## src/rtl/shiftreg_univ.sv

```systemverilog
`default_nettype none
// ============================================================================
// Module      : shiftreg_univ
// Description : WIDTH-bit universal shift register (hold, shift, rotate,
//               load, clear) with a frame counter flagging every WIDTH shifts.
// Revision    : 1.0 - initial release
// ============================================================================
module shiftreg_univ #(
    parameter int              WIDTH     = 8,
    parameter logic [WIDTH-1:0] RESET_VAL = '0
) (
    input  logic                     clk,
    input  logic                     reset,
    input  logic                     en,
    input  logic [2:0]               mode,
    input  logic                     sin_l,
    input  logic                     sin_r,
    input  logic [WIDTH-1:0]         pdata,
    output logic [WIDTH-1:0]         q,
    output logic                     sout_l,
    output logic                     sout_r,
    output logic [$clog2(WIDTH)-1:0] shift_cnt,
    output logic                     frame_done
);

    localparam int                 c_CNT_W    = $clog2(WIDTH);
    localparam logic [c_CNT_W-1:0] c_CNT_LAST = c_CNT_W'(WIDTH - 1);

    localparam logic [2:0] c_MODE_HOLD = 3'b000;
    localparam logic [2:0] c_MODE_SHL  = 3'b001;
    localparam logic [2:0] c_MODE_LSR  = 3'b010;
    localparam logic [2:0] c_MODE_ROL  = 3'b011;
    localparam logic [2:0] c_MODE_ROR  = 3'b100;
    localparam logic [2:0] c_MODE_LOAD = 3'b101;
    localparam logic [2:0] c_MODE_ASR  = 3'b110;
    localparam logic [2:0] c_MODE_CLR  = 3'b111;

    logic [WIDTH-1:0]   r_q;
    logic [WIDTH-1:0]   w_q_nxt;
    logic [c_CNT_W-1:0] r_cnt;
    logic [c_CNT_W-1:0] w_cnt_nxt;
    logic               r_fd;
    logic               w_fd_nxt;
    logic               w_op_shift;
    logic               w_op_restart;

    always_comb begin
        w_q_nxt      = r_q;
        w_op_shift   = 1'b0;
        w_op_restart = 1'b0;
        if (en) begin
            case (mode)
                c_MODE_HOLD: w_q_nxt = r_q;
                c_MODE_SHL: begin
                    w_q_nxt    = {r_q[WIDTH-2:0], sin_l};
                    w_op_shift = 1'b1;
                end
                c_MODE_LSR: begin
                    w_q_nxt    = {sin_r, r_q[WIDTH-1:1]};
                    w_op_shift = 1'b1;
                end
                c_MODE_ROL: begin
                    w_q_nxt    = {r_q[WIDTH-2:0], r_q[WIDTH-1]};
                    w_op_shift = 1'b1;
                end
                c_MODE_ROR: begin
                    w_q_nxt    = {r_q[0], r_q[WIDTH-1:1]};
                    w_op_shift = 1'b1;
                end
                c_MODE_LOAD: begin
                    w_q_nxt      = pdata;
                    w_op_restart = 1'b1;
                end
                c_MODE_ASR: begin
                    w_q_nxt    = {r_q[WIDTH-1], r_q[WIDTH-1:1]};
                    w_op_shift = 1'b1;
                end
                c_MODE_CLR: begin
                    w_q_nxt      = '0;
                    w_op_restart = 1'b1;
                end
                default: w_q_nxt = r_q;
            endcase
        end
    end

    // Load and clear open a fresh frame; only shift ops advance the count.
    always_comb begin
        w_cnt_nxt = r_cnt;
        w_fd_nxt  = 1'b0;
        if (w_op_restart) begin
            w_cnt_nxt = '0;
        end else if (w_op_shift) begin
            if (r_cnt == c_CNT_LAST) begin
                w_cnt_nxt = '0;
                w_fd_nxt  = 1'b1;
            end else begin
                w_cnt_nxt = r_cnt + c_CNT_W'(1);
            end
        end
    end

    always_ff @(posedge clk or posedge reset) begin
        if (reset) begin
            r_q   <= RESET_VAL;
            r_cnt <= '0;
            r_fd  <= 1'b0;
        end else begin
            r_q   <= w_q_nxt;
            r_cnt <= w_cnt_nxt;
            r_fd  <= w_fd_nxt;
        end
    end

    assign q          = r_q;
    assign sout_l     = r_q[WIDTH-1];
    assign sout_r     = r_q[0];
    assign shift_cnt  = r_cnt;
    assign frame_done = r_fd;

endmodule
`default_nettype wire

```

## config.mk

```make
export PLATFORM = sky130hd
export DESIGN_NAME = shiftreg_univ
export DESIGN_NICKNAME = d
export VERILOG_FILES = /design/src/rtl/shiftreg_univ.sv
export SDC_FILE = /design/constraint.sdc
export NUM_CORES = 1
export LEC_CHECK = 0
export BUFFER_PORTS_ARGS = -buffer_cell sky130_fd_sc_hd__buf_2
export CAP_MARGIN = 20
export CORE_MARGIN = 3
export CORE_UTILIZATION = 46
export DETAILED_ROUTE_END_ITERATION = 12
export PLACE_DENSITY = 0.79
export SLEW_MARGIN = 20
export SYNTH_ARGS = -nofsm -noshare
export SYNTH_HDL_FRONTEND = slang
export SYNTH_SLANG_ARGS = --single-unit
export TNS_END_PERCENT = 100
```

## constraint.sdc

```tcl
create_clock -name clk -period 1.35 [get_ports clk]
set_input_delay 0.27 -clock clk [delete_from_list [all_inputs] [get_ports clk]]
set_output_delay 0.27 -clock clk [all_outputs]
set_load 0.05 [all_outputs]
```

=== Yosys cells after proc, flatten, opt, wreduce, memory -nomap -nowiden ===
Index checks and enable logic that the tools add are counted.

* Flip-flop bits (word level): 12
* Bits in latches: 0
* Memory bits (writable): 0
* Memory bits (read-only): 0
* Bits of input ports: 16
* Output and inout port bits: 14
* Word-level logic and storage cells: 32
* Memories kept: 0

* Add/sub/neg operators: 1
* $mul: 0
* Divide/modulo/power cells: 0
* $lt $le $gt $ge: 0
* Equal/unequal tests: 8
* Shift-type cells: 0
* Muxes and demuxes: 11
* Bitwise logic cells: 2
* Reductions and logical operators: 6

{| class="wikitable"
|+ Operators with widths
! kind !! count
|-
| 8-bit case mux with 7 select lines || 1
|-
| 3-bit == test, second input constant || 5
|-
| 3-bit 2-to-1 mux || 3
|-
| 1-bit 2-to-1 mux || 7
|-
| 3-bit by 2-bit == test with 1-bit output, second input constant || 2
|-
| 5-bit OR reduction || 1
|-
| 3-bit by 1-bit adder with 3-bit output, second input constant || 1
|-
| 3-bit by 1-bit == test with 1-bit output, second input constant || 1
|-
| 3-bit logical NOT || 1
|-
| 3-bit AND reduction || 1
|-
| 1-bit inverter || 2
|-
| 2-bit AND reduction || 1
|-
| 2-bit nonzero test || 1
|-
| 2-bit OR reduction || 1
|}

=== Depth between registers and ports, before layout ===
* Word-level depth: 6
* Mapped depth: 5
* Gate-level depth less buffers: 4

=== Worst setup path before layout ===
OpenSTA, ideal clock, no wires.

* Path type: register -> register
* Start: register r_cnt[0], in the netlist shift_cnt[0]
* End: register r_cnt[2], in the netlist shift_cnt[2]
* Setup time: 0.119 ns
* Arrival time: 1.215 ns
* Data required time: 1.231 ns
* Path slack: 0.015 ns
* Stages on the path, launching flop included: 5
* Path buffers: 0
* Period minus slack after synthesis: 1.335 ns
* Path through: dfrtp_1 > ha_1 > ha_1 > nand3_1 > nand2_1

* Cells in the longest elaborated chain, start to end: 4
* Elaborated cells on any way between the ends: 5
* Those cells by class: 1 x add/sub; 1 x eq/ne; 3 x mux

{| class="wikitable"
|+ Ends and longest elaborated chain
! item !! RTL line !! RTL
|-
| start, declared || 40 || <nowiki>logic [c_CNT_W-1:0] r_cnt;</nowiki>
|-
| start signal, assigned || 110 || <nowiki>r_cnt <= w_cnt_nxt;</nowiki>
|-
| 3-bit by 1-bit adder with 3-bit output or 3-bit == test (tied branches) || 98, 94 ||
|-
| 3-bit 2-to-1 mux * || 94 || <nowiki>if (r_cnt == c_CNT_LAST) begin</nowiki>
|-
| 3-bit 2-to-1 mux * || 93 || <nowiki>end else if (w_op_shift) begin</nowiki>
|-
| 3-bit 2-to-1 mux * || 91 || <nowiki>if (w_op_restart) begin</nowiki>
|}

Every way passes the cells marked *; elsewhere a longest branch is shown, timed or not. The select of a mux whose other input is x is not followed.
A chain may end at the register's enable or synchronous reset.

=== Worst setup path in the final report ===
* Start: register r_q[0], in the netlist q[0]
* End: output q[0]

{| class="wikitable"
|+ RTL lines
! item !! RTL line !! RTL
|-
| start, declared || 38 || <nowiki>logic [WIDTH-1:0] r_q;</nowiki>
|-
| start signal, assigned || 109 || <nowiki>r_q <= w_q_nxt;</nowiki>
|-
| end, declared || 19 || <nowiki>output logic [WIDTH-1:0] q,</nowiki>
|}

No word-level cell between the ends.

==> flow_summary.toml <==
[outcome]
failed_checks = "hold timing"
outcome = "finished with violations"

[sta]
finalSetupViolations = 0
finalCriticalPeriod_ns = 1.24
hold_ws_ns = -0.00758
hold_viol = 6
slew_viol_final = 0
fin_skew_ns = 0.00494
final.setup.tns_ns = 0
slew_headroom_pct = 69.9
fmax_ghz = 0.807
rsz0062_at_grt = "false"
fin_crit_sh_pct = 91.8
tightestPinTransition_ns = 0.451

[clocking]
clock-sinks = 12
cts_tree = "done"
cts_resized = 0
cts-root-buf = "clkbuf_4"
path_clk_slew_ns = 0.07
cts_hold_buf = 0
cts_max_level = 1
post_cts_buffers = 0
insertion_delay_ns = 0.27
cts_buffer_depth = 2
cts-buffers-inserted = 3

[cells_and_area]
n_antenna_cell = 0
area_growth_pct = 25.5
num-nets-final = 135
fillers = 126
drive_above_1_share_pct = 35.7

[pwr]
p_seq_share_pct = 37.6
pwr-share-comb_pct = 47.0
p_int_mw = 0.711
power_mw = 1.36
switching_share_pct = 47.7
peakVddDrop_mv = 0.790
p_sw_mw = 0.649
p_per_area_nw_per_um2 = 1430
p_clk_share_pct = 15.5
cellLeakagePower_nw = 0.484

[critical_path]
timing.rr.end = "shift_cnt[0]"
r2r_slack_ns = 0.16
cp_num_buf_inv = 1
path_max_fanout = 5
cp_cell_sequence = "buf_2"
rr_worst_depth = 3
crit_type = "reg -> out"
arrival_ns = 0.97
cp_slowest_cell = "dfrtp_1"
critPathTopFamily = "flip-flops"
critPathCaptureType = "output port"
cp-start-kind = "register"
reg2reg_from = "shift_cnt[0]"
slowest_delay_ns = 0.41
cp.required_ns = 1.08

[floorplanning]
die_w_microns = 46.6
dieArea_sq_um = 2170
core.rowCount = 14
start_util_pct = 49.7
die_h_microns = 46.6
pin_count = 30
core_area_sq_um = 1520

[routing]
route.detailed.drc = 0
highest_layer = "met3"
wl_met2_microns = 873
initialDrtViolationCount = 29
wl_met3_microns = 125
drtAntennaViolNets = 0
wl_per_cell_microns = 13.9
m1WireLength_microns = 827
routed_wl_mm = 1.83
vias = 755
vias_per_cell = 5.76
first_pass_iters = 4

[grt]
antenna_found_initial = 0
grt_overflow_total = 0
grt_usage_pct = 18.2
grt_pass1_wl_mm = 2.83
grt_pass1_vias = 652
grt_max_degree = 15

[yosys]
syn_avg_cell_area_sq_um = 9.01
syn_nets = 102
synth_cell_types = 29
ys_ff_latch = 12
synth_ff_type = "dfrtp_1"
synth_area_sq_um = 757
synth_cells = 84
synth-edff-count = 0
seq_area_frac_synth_pct = 39.7
yosys_warnings = 0
postSynth.asyncResetShare_pct = 100

[place]
portBuffers = 29
place.gp.congestion = 0.801
dp_hpwl_mm = 1.38

[flow_run]
drv_cap = 0

[worst_hold_path]
hp-class = "in -> async"
==> worst max-delay path by stage <==
stage / start / endpoint / slack, ns / depth (start not counted)
after floorplan: shift_cnt[0] / shift_cnt[2] / 0.02 / 4
after global placement: mode[1] / shift_cnt[0] / 0.06 / 4
after detailed placement: mode[1] / shift_cnt[0] / -0.04 / 4
after CTS: q[0] / sout_r / 0.10 / 1
after global routing: q[0] / sout_r / 0.05 / 1
final: q[0] / q[0] / 0.11 / 1
==> cell usage in the layout, fill, tap and decap left out <==
| cell type | synthesis | final |
|---|---|---|
| a32oi_1 | 6 | 6 |
| a222oi_1 | 1 | 1 |
| nor2_1 | 6 | 6 |
| buf_4 | 2 | 6 |
| a21bo_1 | 1 | 1 |
| or2_2 | 1 | 1 |
| and3_1 | 2 | 2 |
| o21ai_1 | 1 | 1 |
| o31a_1 | 2 | 2 |
| dfrtp_1 | 12 | 12 |
| nand2b_1 | 1 | 1 |
| a21o_1 | 1 | 1 |
| o31ai_1 | 2 | 2 |
| nor2b_1 | 2 | 2 |
| clkbuf_4 | 0 | 3 |
| nor4bb_1 | 1 | 1 |
| buf_2 | 5 | 29 |
| o21ba_1 | 1 | 1 |
| o21ai_0 | 2 | 2 |
| nand3_1 | 4 | 4 |
| o32a_1 | 1 | 1 |
| nand2_1 | 8 | 8 |
| inv_2 | 1 | 1 |
| xor2_1 | 1 | 1 |
| o31ai_2 | 1 | 1 |
| a31oi_1 | 8 | 8 |
| ha_1 | 2 | 2 |
| a21oi_1 | 4 | 4 |
| and3b_1 | 2 | 2 |
| inv_1 | 3 | 3 |
==> cells in the mapped netlist (all sizes together), types with 2 or more instances <==
| cell type | instances | area, sq um |
|---|---|---|
| buf | 7 | 40.0 |
| a31oi | 8 | 50.1 |
| inv | 4 | 15.0 |
| o31ai | 3 | 27.5 |
| and3b | 2 | 17.5 |
| o21ai | 3 | 15.0 |
| and3 | 2 | 12.5 |
| nand3 | 4 | 20.0 |
| a32oi | 6 | 52.6 |
| o31a | 2 | 17.5 |
| nand2 | 8 | 30.0 |
| dfrtp | 12 | 300 |
| nor2 | 6 | 22.5 |
| ha | 2 | 25.0 |
| a21oi | 4 | 20.0 |
| nor2b | 2 | 12.5 |
==> state kept, by name (all words and copies together), names as in the netlist <==
name,cells
frame_done,1
q,8
shift_cnt,3
==> kinds of logic (layout without fill, tap and decap cells) <==
logic type | after synthesis | in the layout | synth area share (%)
fa+ha+maj | 2 | 2 | 3.31
flops | 12 | 12 | 39.7
simple gates | 27 | 27 | 18.2
xor+xnor | 1 | 1 | 1.16
buf+inv | 11 | 42 | 7.27
compound gates | 31 | 31 | 30.4
==> area by class of cell <==
class,instances,area [sq um],area share (%)
repair buffers,35,190,20.0
well taps,16,20.0,2.11
multi-input cells,61,402,42.3
inverters,4,15.0,1.58
flip-flops and latches,12,300,31.6
clock buffers,3,22.5,2.37
==> layer usage <==
layer | global-route usage (%) | up-vias
met5 | 0 | -
met4 | 1.70 | 0
met3 | 6.64 | 0
met2 | 28.8 | 27
met1 | 24.4 | 343
li1 | - | 385
==> per-stage QoR <==
step | util [%] | area (sq um) | std cells | worst slack, ns
finish | 62.3 | 950 | 131 | 0.111
global route | 62.3 | 950 | 131 | 0.0523
CTS | 62.3 | 950 | 131 | 0.102
detailed placement | 60.8 | 927 | 128 | -0.0364
global placement | 60.8 | 927 | 128 | 0.0554
floorplan | - | 757 | 84 | 0.0155
==> power groups by stage <==
stage                     clock network, mW  registers, mW  logic [mW]
after floorplan                           0          0.771       0.228
after global placement                    0          0.512       0.637
after detailed placement                  0          0.517       0.640
after CTS                             0.223          0.509       0.642
after global routing                  0.229          0.522       0.695
final                                 0.210          0.511       0.639
Note: power is estimated with default switching activity, not from simulation.
